===== src/rtl/bcd_scan_pkg.sv =====
// Shared constants for the multiplexed BCD scan decoder: default parameters,
// BCD code width and a width helper for counters.
package bcd_scan_pkg;

    localparam int BCD_W        = 4;

    localparam int DEF_DIGITS   = 4;
    localparam int DEF_OUT_W    = 10;
    localparam int DEF_SCAN_DIV = 1000;
    localparam int DEF_BLANK_LZ = 0;

    // Counter width able to hold 0..n-1, never narrower than one bit.
    function automatic int clog2_min1(input int n);
        return (n > 1) ? $clog2(n) : 1;
    endfunction

endpackage


===== src/rtl/onehot_dec.sv =====
// Combinational code-to-one-hot decoder; codes at or above OUT_W are flagged
// invalid and drive every output bit high.
module onehot_dec
    import bcd_scan_pkg::*;
#(
    parameter int OUT_W = DEF_OUT_W
) (
    input  logic [BCD_W-1:0] code,
    output logic [OUT_W-1:0] onehot,
    output logic             invalid
);

    localparam logic [BCD_W:0] LIMIT = (BCD_W + 1)'(OUT_W);

    assign invalid = ({1'b0, code} >= LIMIT);

    // NOTE: every combinational output gets a default before any branch, so no latch can be inferred.
    always_comb begin
        onehot = '0;
        for (int i = 0; i < OUT_W; i++) begin
            onehot[i] = (code == BCD_W'(i));
        end
        if (invalid) begin
            onehot = '1;
        end
    end

endmodule


===== src/rtl/bcd_scan_decoder.sv =====
// Time-multiplexed BCD display driver: a shadow register of DIGITS codes is
// scanned one digit per SCAN_DIV clocks and the shown digit decoded to one-hot.
module bcd_scan_decoder
    import bcd_scan_pkg::*;
#(
    parameter int DIGITS   = DEF_DIGITS,
    parameter int OUT_W    = DEF_OUT_W,
    parameter int SCAN_DIV = DEF_SCAN_DIV,
    parameter int BLANK_LZ = DEF_BLANK_LZ
) (
    input  logic                    iCLK,
    input  logic                    iRST,
    input  logic                    iEN,
    input  logic                    iLOAD,
    input  logic [BCD_W*DIGITS-1:0] iBCD,
    output logic [DIGITS-1:0]       oSEL,
    output logic [OUT_W-1:0]        oOUT,
    output logic                    oERR,
    output logic                    oFRAME
);

    localparam int PW = clog2_min1(SCAN_DIV);
    localparam int IW = clog2_min1(DIGITS);

    logic [BCD_W*DIGITS-1:0] shadow;
    logic [PW-1:0]           prescale;
    logic [IW-1:0]           index;

    logic                    tick;
    logic                    wrap;
    logic [BCD_W-1:0]        cur_code;
    logic [DIGITS-1:0]       sel_next;
    logic                    upper_zero;
    logic                    blank;
    logic [OUT_W-1:0]        dec_out;
    logic                    dec_err;

    assign tick = iEN && (prescale == PW'(SCAN_DIV - 1));
    assign wrap = (index == IW'(DIGITS - 1));

    // Digit mux and select one-hot share the same index comparison.
    always_comb begin
        cur_code = '0;
        sel_next = '0;
        for (int d = 0; d < DIGITS; d++) begin
            if (index == IW'(d)) begin
                cur_code    = shadow[BCD_W*d +: BCD_W];
                sel_next[d] = 1'b1;
            end
        end
    end

    // A digit is a leading zero when it and all more-significant codes are 0;
    // invalid codes are nonzero and therefore stop the blanking.
    always_comb begin
        upper_zero = 1'b1;
        for (int d = 0; d < DIGITS; d++) begin
            if ((IW'(d) >= index) && (shadow[BCD_W*d +: BCD_W] != '0)) begin
                upper_zero = 1'b0;
            end
        end
        blank = (BLANK_LZ != 0) && (index != '0) && upper_zero;
    end

    onehot_dec #(
        .OUT_W (OUT_W)
    ) u_dec (
        .code    (cur_code),
        .onehot  (dec_out),
        .invalid (dec_err)
    );

    // NOTE: sequential state uses non-blocking assignments so every register samples pre-edge values.
    always_ff @(posedge iCLK) begin
        if (iRST) begin
            shadow   <= '0;
            prescale <= '0;
            index    <= '0;
        end else begin
            if (iLOAD) begin
                shadow <= iBCD;
            end
            if (iEN) begin
                if (tick) begin
                    prescale <= '0;
                    index    <= wrap ? '0 : index + 1'b1;
                end else begin
                    prescale <= prescale + 1'b1;
                end
            end
        end
    end

    // Outputs reflect the state held before the edge, giving one cycle of latency.
    always_ff @(posedge iCLK) begin
        if (iRST || !iEN) begin
            oSEL   <= '0;
            oOUT   <= '0;
            oERR   <= 1'b0;
            oFRAME <= 1'b0;
        end else begin
            oSEL   <= sel_next;
            oOUT   <= blank ? '0 : dec_out;
            oERR   <= blank ? 1'b0 : dec_err;
            oFRAME <= tick && wrap;
        end
    end

endmodule

===== config.mk =====
export PLATFORM = sky130hd
export DESIGN_NAME = bcd_scan_decoder
export DESIGN_NICKNAME = d
export VERILOG_FILES = /design/src/rtl/bcd_scan_pkg.sv /design/src/rtl/onehot_dec.sv /design/src/rtl/bcd_scan_decoder.sv
export SDC_FILE = /design/constraint.sdc
export NUM_CORES = 1
export LEC_CHECK = 0
export CELL_PAD_IN_SITES_DETAIL_PLACEMENT = 1
export CELL_PAD_IN_SITES_GLOBAL_PLACEMENT = 1
export CORE_MARGIN = 4
export CORE_UTILIZATION = 35
export CTS_CLUSTER_SIZE = 14
export DETAILED_ROUTE_END_ITERATION = 10
export HOLD_SLACK_MARGIN = 0.1
export PLACE_DENSITY_LB_ADDON = 0.15
export SKIP_CTS_REPAIR_TIMING = 1
export SLEW_MARGIN = 20
export SYNTH_ARGS = -nofsm -noshare
export SYNTH_HDL_FRONTEND = slang
export SYNTH_HIERARCHICAL = 1
export SYNTH_SLANG_ARGS = --single-unit

===== constraint.sdc =====
create_clock -name iCLK -period 2.01 [get_ports iCLK]
set_input_delay 0.402 -clock iCLK [delete_from_list [all_inputs] [get_ports iCLK]]
set_output_delay 0.402 -clock iCLK [all_outputs]
set_load 0.02 [all_outputs]

# After elaboration in Yosys (flattened, before gate mapping)
# Index checks and enable logic that the tools add are counted.
[totals] register_bits=44 latchBits=0 mem_bits_rw=0 romBits=0 inputBits=20 output_inout_bits=16 elab_cells=41 n_memories=0
[op_classes] add_sub_neg=2 mul=0 div=0 order_cmp=1 eq_ne=13 n_shift=0 n_mux=11 bitwise=0 n_reduce_logical=7
[ops] cell="2-to-1 mux 10 bit" n=2
[ops] cell="== test 4 x 3 -> 1 bit (second input constant)" n=4
[ops] cell="2-to-1 mux 4 bit" n=4
[ops] cell="adder 10 x 1 -> 10 bit (second input constant)" n=1
[ops] cell="== test 10 bit (second input constant)" n=1
[ops] cell="== test 4 x 2 -> 1 bit (second input constant)" n=2
[ops] cell="== test 4 bit (second input constant)" n=2
[ops] cell="== test 2 bit (second input constant)" n=2
[ops] cell="== test 4 x 1 -> 1 bit (second input constant)" n=1
[ops] cell=">= comparator 4 bit (second input constant)" n=1
[ops] cell="zero test 4 bit" n=1
[ops] cell="2-to-1 mux 1 bit" n=4
[ops] cell="adder 2 x 1 -> 2 bit (second input constant)" n=1
[ops] cell="== test 2 x 1 -> 1 bit (second input constant)" n=1
[ops] cell="logical AND 1 bit" n=2
[ops] cell="zero test 2 bit" n=1
[ops] cell="2-to-1 mux 2 bit" n=1
[ops] cell="AND reduction 2 bit" n=1
[ops] cell="zero test 1 bit" n=1
[ops] cell="logical OR 1 bit" n=1

# Depth between registers and ports, before layout
[logic_depth] word_depth=7 ltp_mapped=9 mapped_depth_nobuf=8

# Modules after synthesis
# Netlist, hierarchy kept.
[by_module_without_submodules] mod="bcd_scan_decoder" instances=1 cells_per_inst=181 area_per_inst_um2=1766.7 seq_area_each_um2=880.8
[by_module_without_submodules] mod="onehot_dec" instances=1 cells_per_inst=21 area_per_inst_um2=105.1 seq_area_each_um2=0.0

# Worst setup path before layout
# No wires, ideal clock.
[synth_timing] path_type="reg-to-reg" start="register index[0]" end="register oOUT[7]" setup_ns=0.115 t_arrival_ns=1.754 required_ns=1.895 path_slack_ns=0.141 stages_incl_launch_ff=10 n_path_buf=1 period_less_slack_ns=1.869 cell_sequence="dfxtp_1 -> inv_1 -> ha_1 -> clkbuf_1 -> a21oi_1 -> o21ai_0 -> a22o_1 -> o21ai_0 -> o21ai_0 -> and2_1"
[synth_via] elab_chain_len=7 word_cells_on_any_way=11 classes_between="order compare: 1; eq/ne: 4; mux: 5; reduce/logical: 1"
[synth_rtl] item="start, declared" line="bcd_scan_decoder.sv:27" source="logic [IW-1:0] index;"
[synth_rtl] item="start signal, assigned" line="bcd_scan_decoder.sv:86" source="index <= wrap ? '0 : index + 1'b1;"
[synth_rtl] item="zero test 2 bit" line="bcd_scan_decoder.sv:46" source="if (index == IW'(d)) begin"
[synth_rtl] item="2-to-1 mux 4 bit (3 in series)" line="bcd_scan_decoder.sv:46"
[synth_rtl] item="2-to-1 mux 4 bit (*)" line="bcd_scan_decoder.sv:46"
[synth_rtl] item="named net cur_code[2]" line="bcd_scan_decoder.sv:31" source="logic [BCD_W-1:0] cur_code;"
[synth_rtl] item=">= comparator 4 bit or == test 4 x 3 -> 1 bit (tied branches)" line="onehot_dec.sv:15, onehot_dec.sv:21"
[synth_rtl] item="2-to-1 mux 10 bit (*)" line="onehot_dec.sv:23" source="if (invalid) begin"
[synth_rtl] item="named net dec_out[7]" line="bcd_scan_decoder.sv:35" source="logic [OUT_W-1:0] dec_out;"
[synth_rtl] item="end signal, assigned" line="bcd_scan_decoder.sv:103" source="oOUT <= blank ? '0 : dec_out;"
[synth_rtl] item="end, declared" line="bcd_scan_decoder.sv:17" source="output logic [OUT_W-1:0] oOUT,"
# Mark *: on every way through the listed nets, which the timed path passes. The rest lies on a longest branch.
# A chain may end at the register's enable or synchronous reset.

# Worst setup path in the final report
[layout_timing] start="register index[0]" end="register oOUT[1]"
[layout_via] elab_chain_len=7 word_cells_on_any_way=11 classes_between="order compare: 1; eq/ne: 4; mux: 5; reduce/logical: 1"
[layout_rtl] item="zero test 2 bit" line="bcd_scan_decoder.sv:46"
[layout_rtl] item="2-to-1 mux 4 bit (3 in series)" line="bcd_scan_decoder.sv:46"
[layout_rtl] item="2-to-1 mux 4 bit (*)" line="bcd_scan_decoder.sv:46"
[layout_rtl] item="named net cur_code[2]" line="bcd_scan_decoder.sv:31"
[layout_rtl] item=">= comparator 4 bit or == test 4 x 1 -> 1 bit (tied branches)" line="onehot_dec.sv:15, onehot_dec.sv:21"
[layout_rtl] item="2-to-1 mux 10 bit (*)" line="onehot_dec.sv:23"
[layout_rtl] item="named net dec_out[1]" line="bcd_scan_decoder.sv:35"
# Marks and branches as above.

==> summary.md <==
| Metric | Value |
|---|---|
| Total of buffers placed on input and output ports | 35 |
| Synth top area cells | dfxtp_1, mux2i_1, and2_1, a21oi_1, nor2_1 |
| CTS buffer count | 5 |
| Share of post-route cells with drive strength above 1 | 11.48% |
| Detailed Route WL | 3929 um |
| Detailed-route via count | 1,485 |
| Die width | 81.13 um |
| Die Y-Extent | 81.13 um |
| Crit path required time | 2.25 ns |
| Slew headroom | 74.57% |
| Synthesized instance count | 202 |
| Fin crit share | 92.43% |
| Synthesized netlist net count | 227 |
| Most instantiated flip-flop cell in the synthesis netlist | dfxtp_1 |
| Reg-to-reg endpoint | oOUT[1]$_SDFF_PP0_ |
| Part of the Yosys area used for sequential elements | 47.06% |
| FMAX | 0.5383 GHz |
| Net total in the final layout | 268 |
| Synth Area per Inst | 9.266 sq um |
| Maximum cell stage delay along the critical path | 0.40 ns |
| Worst reg2reg startpoint | index[0]$_SDFFE_PP0P_ |
| Capturing element type of the critical path | flop |
| Pwr Total | 1664 uW |
| Clock edge transition at the registers on the reported setup and hold paths | 0.09 ns |
| Static power due to leakage | 0.0009685 uW |
| Number of placed instances with taps included | 306 |
| Hold path depth | 2 |
| Count of final setup violators | 0 |
| Fillers | 623 |
| R2R setup slack | 0.15 ns |
| Top Ports | 36 |
| Number of design rule violations left after detail routing | 0 |
| Startpoint of the lowest-slack hold path | prescale[9]$_SDFFE_PP0P_ |
| Ys async rst share | 0% |
| Count of unique library cells instantiated by Yosys | 32 |
| PwrDens | 683.4 nW/um^2 |
| Total count of max-transition violations in the final report | 0 |
| Total Die Area | 6582 sq um |
| Final antenna-violating net count | 0 |
| Post-synth EDFFs | 0 |
| Per-cell routed wire length | 12.51 um |
| Setup repair after global routing missed its margin | false |
| Initial standard-cell utilization of the core | 36.42% |
| Clock Tree Buf Depth | 2 |
| Leading cell type in the layout, fill and taps excluded | dfxtp_1 |
| Startpoint Class | flop |
| Iteration-0 DRC Markers | 18 |
| Hold Path End | prescale[9]$_SDFFE_PP0P_ |
| Area share of the largest cell type after synthesis | 47.06% |
| Via density per instance | 4.729 |
| Run status | finished, final reports clean |
| Number of standard-cell rows in the floorplan | 26 |
| Maximum level of the CTS H-tree | 2 |
| Relative area change from synthesis to final layout | 30.08% |
| CTS tree | yes |
| First-pass GRT wire length | 6589 um |
| Leading cell types in the layout, fill and taps excluded | dfxtp_1, clkdlybuf4s50_1, nor2_1, a21oi_1, mux2i_1 |
| Storage element area | 883.3 sq um |
| Post-synthesis sequential element count | 44 |
| Worst Path Arrival | 2.10 ns |
| Worst VDD drop | 0.3639 mV |
| Largest driver fanout on the critical path | 9 |
| Max-cap violation count | 0 |
| Buffer cell driving the clock tree root | clkbuf_8 |
| Critical path's slowest cell | or3_1 |
| Final cell count without fillers | 314 |
| GRT Total Usage | 13.07% |
| Maximum number of pins on one net before global-route repair | 17 |
| Diode insertion count for antenna repair | 0 |
| Global route overflow | 0 |
| Placeable Area | 5140 sq um |
| Antenna violations before repair | 0 |
| Worst min-delay path class | flop to flop |
| Routability-driven placement congestion ratio | 0.7178 |
| Area taken by multi-input logic gates | 923.4 sq um |
| Vias in the first global route | 1,414 |
| Final sum of negative setup slack | 0 ns |
| Worst Max-Slew Pin Slew | 0.3815 ns |
| Setup skew after layout | 0.009351 ns |
| Largest area contributor in the synthesized netlist | dfxtp_1 |
| # clock sinks | 44 |
| Later-pin clock latency in the skew report | 0.30 ns |
| Post-layout minimum cycle time | 1.858 ns |
| Worst reg2reg path depth | 8 |
| Warnings from Yosys | 6 |
| Cells along the critical path | inv_1 -> ha_2 -> a21oi_1 -> o21ai_0 -> a22o_1 -> or3_1 -> o21ai_1 -> and2_1 |
| Total iterations of the first detailed-routing run | 2 |
| Final hold vios | 0 |
| Half-perimeter wire length after detailed placement | 3097 um |
| Synth Cell Area | 1872 sq um |
| Crit Path Class | flop to flop |
where the power goes:
part	switching [uW]	internal (uW)	total (uW)
clock network	291	274	566
registers	19.1	901	920
logic	80.9	97.5	178
critical path: cells and delay by family, from the launching register on:
| family | cells | cell delay (ns) |
|---|---|---|
| compound gates | 4 | 0.59 |
| fa+ha+maj | 1 | 0.25 |
| flops | 1 | 0.37 |
| buf+inv | 1 | 0.08 |
| simple gates | 2 | 0.52 |
cell families after synthesis:
logic type                 after synthesis  share of synthesized area [%]
muxes                                   18                          9.692
adders and majority gates                5                          3.342
and+or+nand+nor                         73                          21.66
xor gates and xnor gates                 4                          1.872
DFF                                     44                          47.06
buffers and inverters                   19                          4.011
AOI/OAI and AO/OA                       39                          12.37
worst max path at each step:
stage	from	to	slack [ns]	cells after the start
after CTS	index[0]$_SDFFE_PP0P_	oOUT[1]$_SDFF_PP0_	0.009	8
final	index[0]$_SDFFE_PP0P_	oOUT[1]$_SDFF_PP0_	0.15	8
after floorplan	index[0]$_SDFFE_PP0P_	oOUT[7]$_SDFF_PP0_	0.14	9
after global placement	index[0]$_SDFFE_PP0P_	oOUT[9]$_SDFF_PP0_	0.13	8
after global routing	index[0]$_SDFFE_PP0P_	oOUT[1]$_SDFF_PP0_	0.005	8
after detailed placement	index[0]$_SDFFE_PP0P_	oOUT[1]$_SDFF_PP0_	0.05	8
area by class of cell:
type	instances	area share (%)
multi-input combinational	139	37.92
sequential	44	36.28
timing repair buffer	43	16.86
tap	70	3.597
clock buffer	6	3.392
inverter	10	1.542
clock inverter	2	0.4111
sequential cells by signal, summed over array words and instances, names as in the netlist:
| signal | cells |
|---|---|
| oFRAME | 1 |
| oOUT | 10 |
| shadow | 16 |
| prescale | 10 |
| oERR | 1 |
| oSEL | 4 |
| index | 2 |
synth_stat cells, types with 2 or more instances:
cell and n:
mux2i_1 17, nor3_1 2, ha_1 5, o21ai_1 2, clkbuf_1 5, nand3_1 2, dfxtp_1 44, nand2_1 11
o21ai_0 11, nor2_1 22, nand4_1 4, a22o_1 4, and2_1 16, nand2b_1 2, xor2_1 3, a21oi_1 19
buf_2 3, o31ai_1 2, or2_2 2, inv_1 10, or3_1 5
metrics by stage:
stage	hold slack (ns)	cell area, sq um	setup slack (ns)	util (%)
6_report	0.4799	2435	0.1522	47.37
5_1_grt	0.5092	2435	0.004917	47.37
4_1_cts	0.4774	2425	0.009085	47.18
3_5_place_dp	0.4653	2332	0.05039	45.37
3_3_place_gp	0.4634	2332	0.1266	45.37
2_1_floorplan	0.4467	1872	0.1413	-
metal layers:
| metal | part of all wire [%] | wire, um | track usage (%) |
|---|---|---|---|
| met1 | 47 | 1855 | 16.16 |
| met2 | 47 | 1828 | 21.02 |
| met3 | 4.2 | 164 | 3.991 |
| met4 | 2.0 | 80 | 5.574 |
| met5 | 0 | 0 | 0 |
No activity file was read; power rests on OpenSTA's default activity.
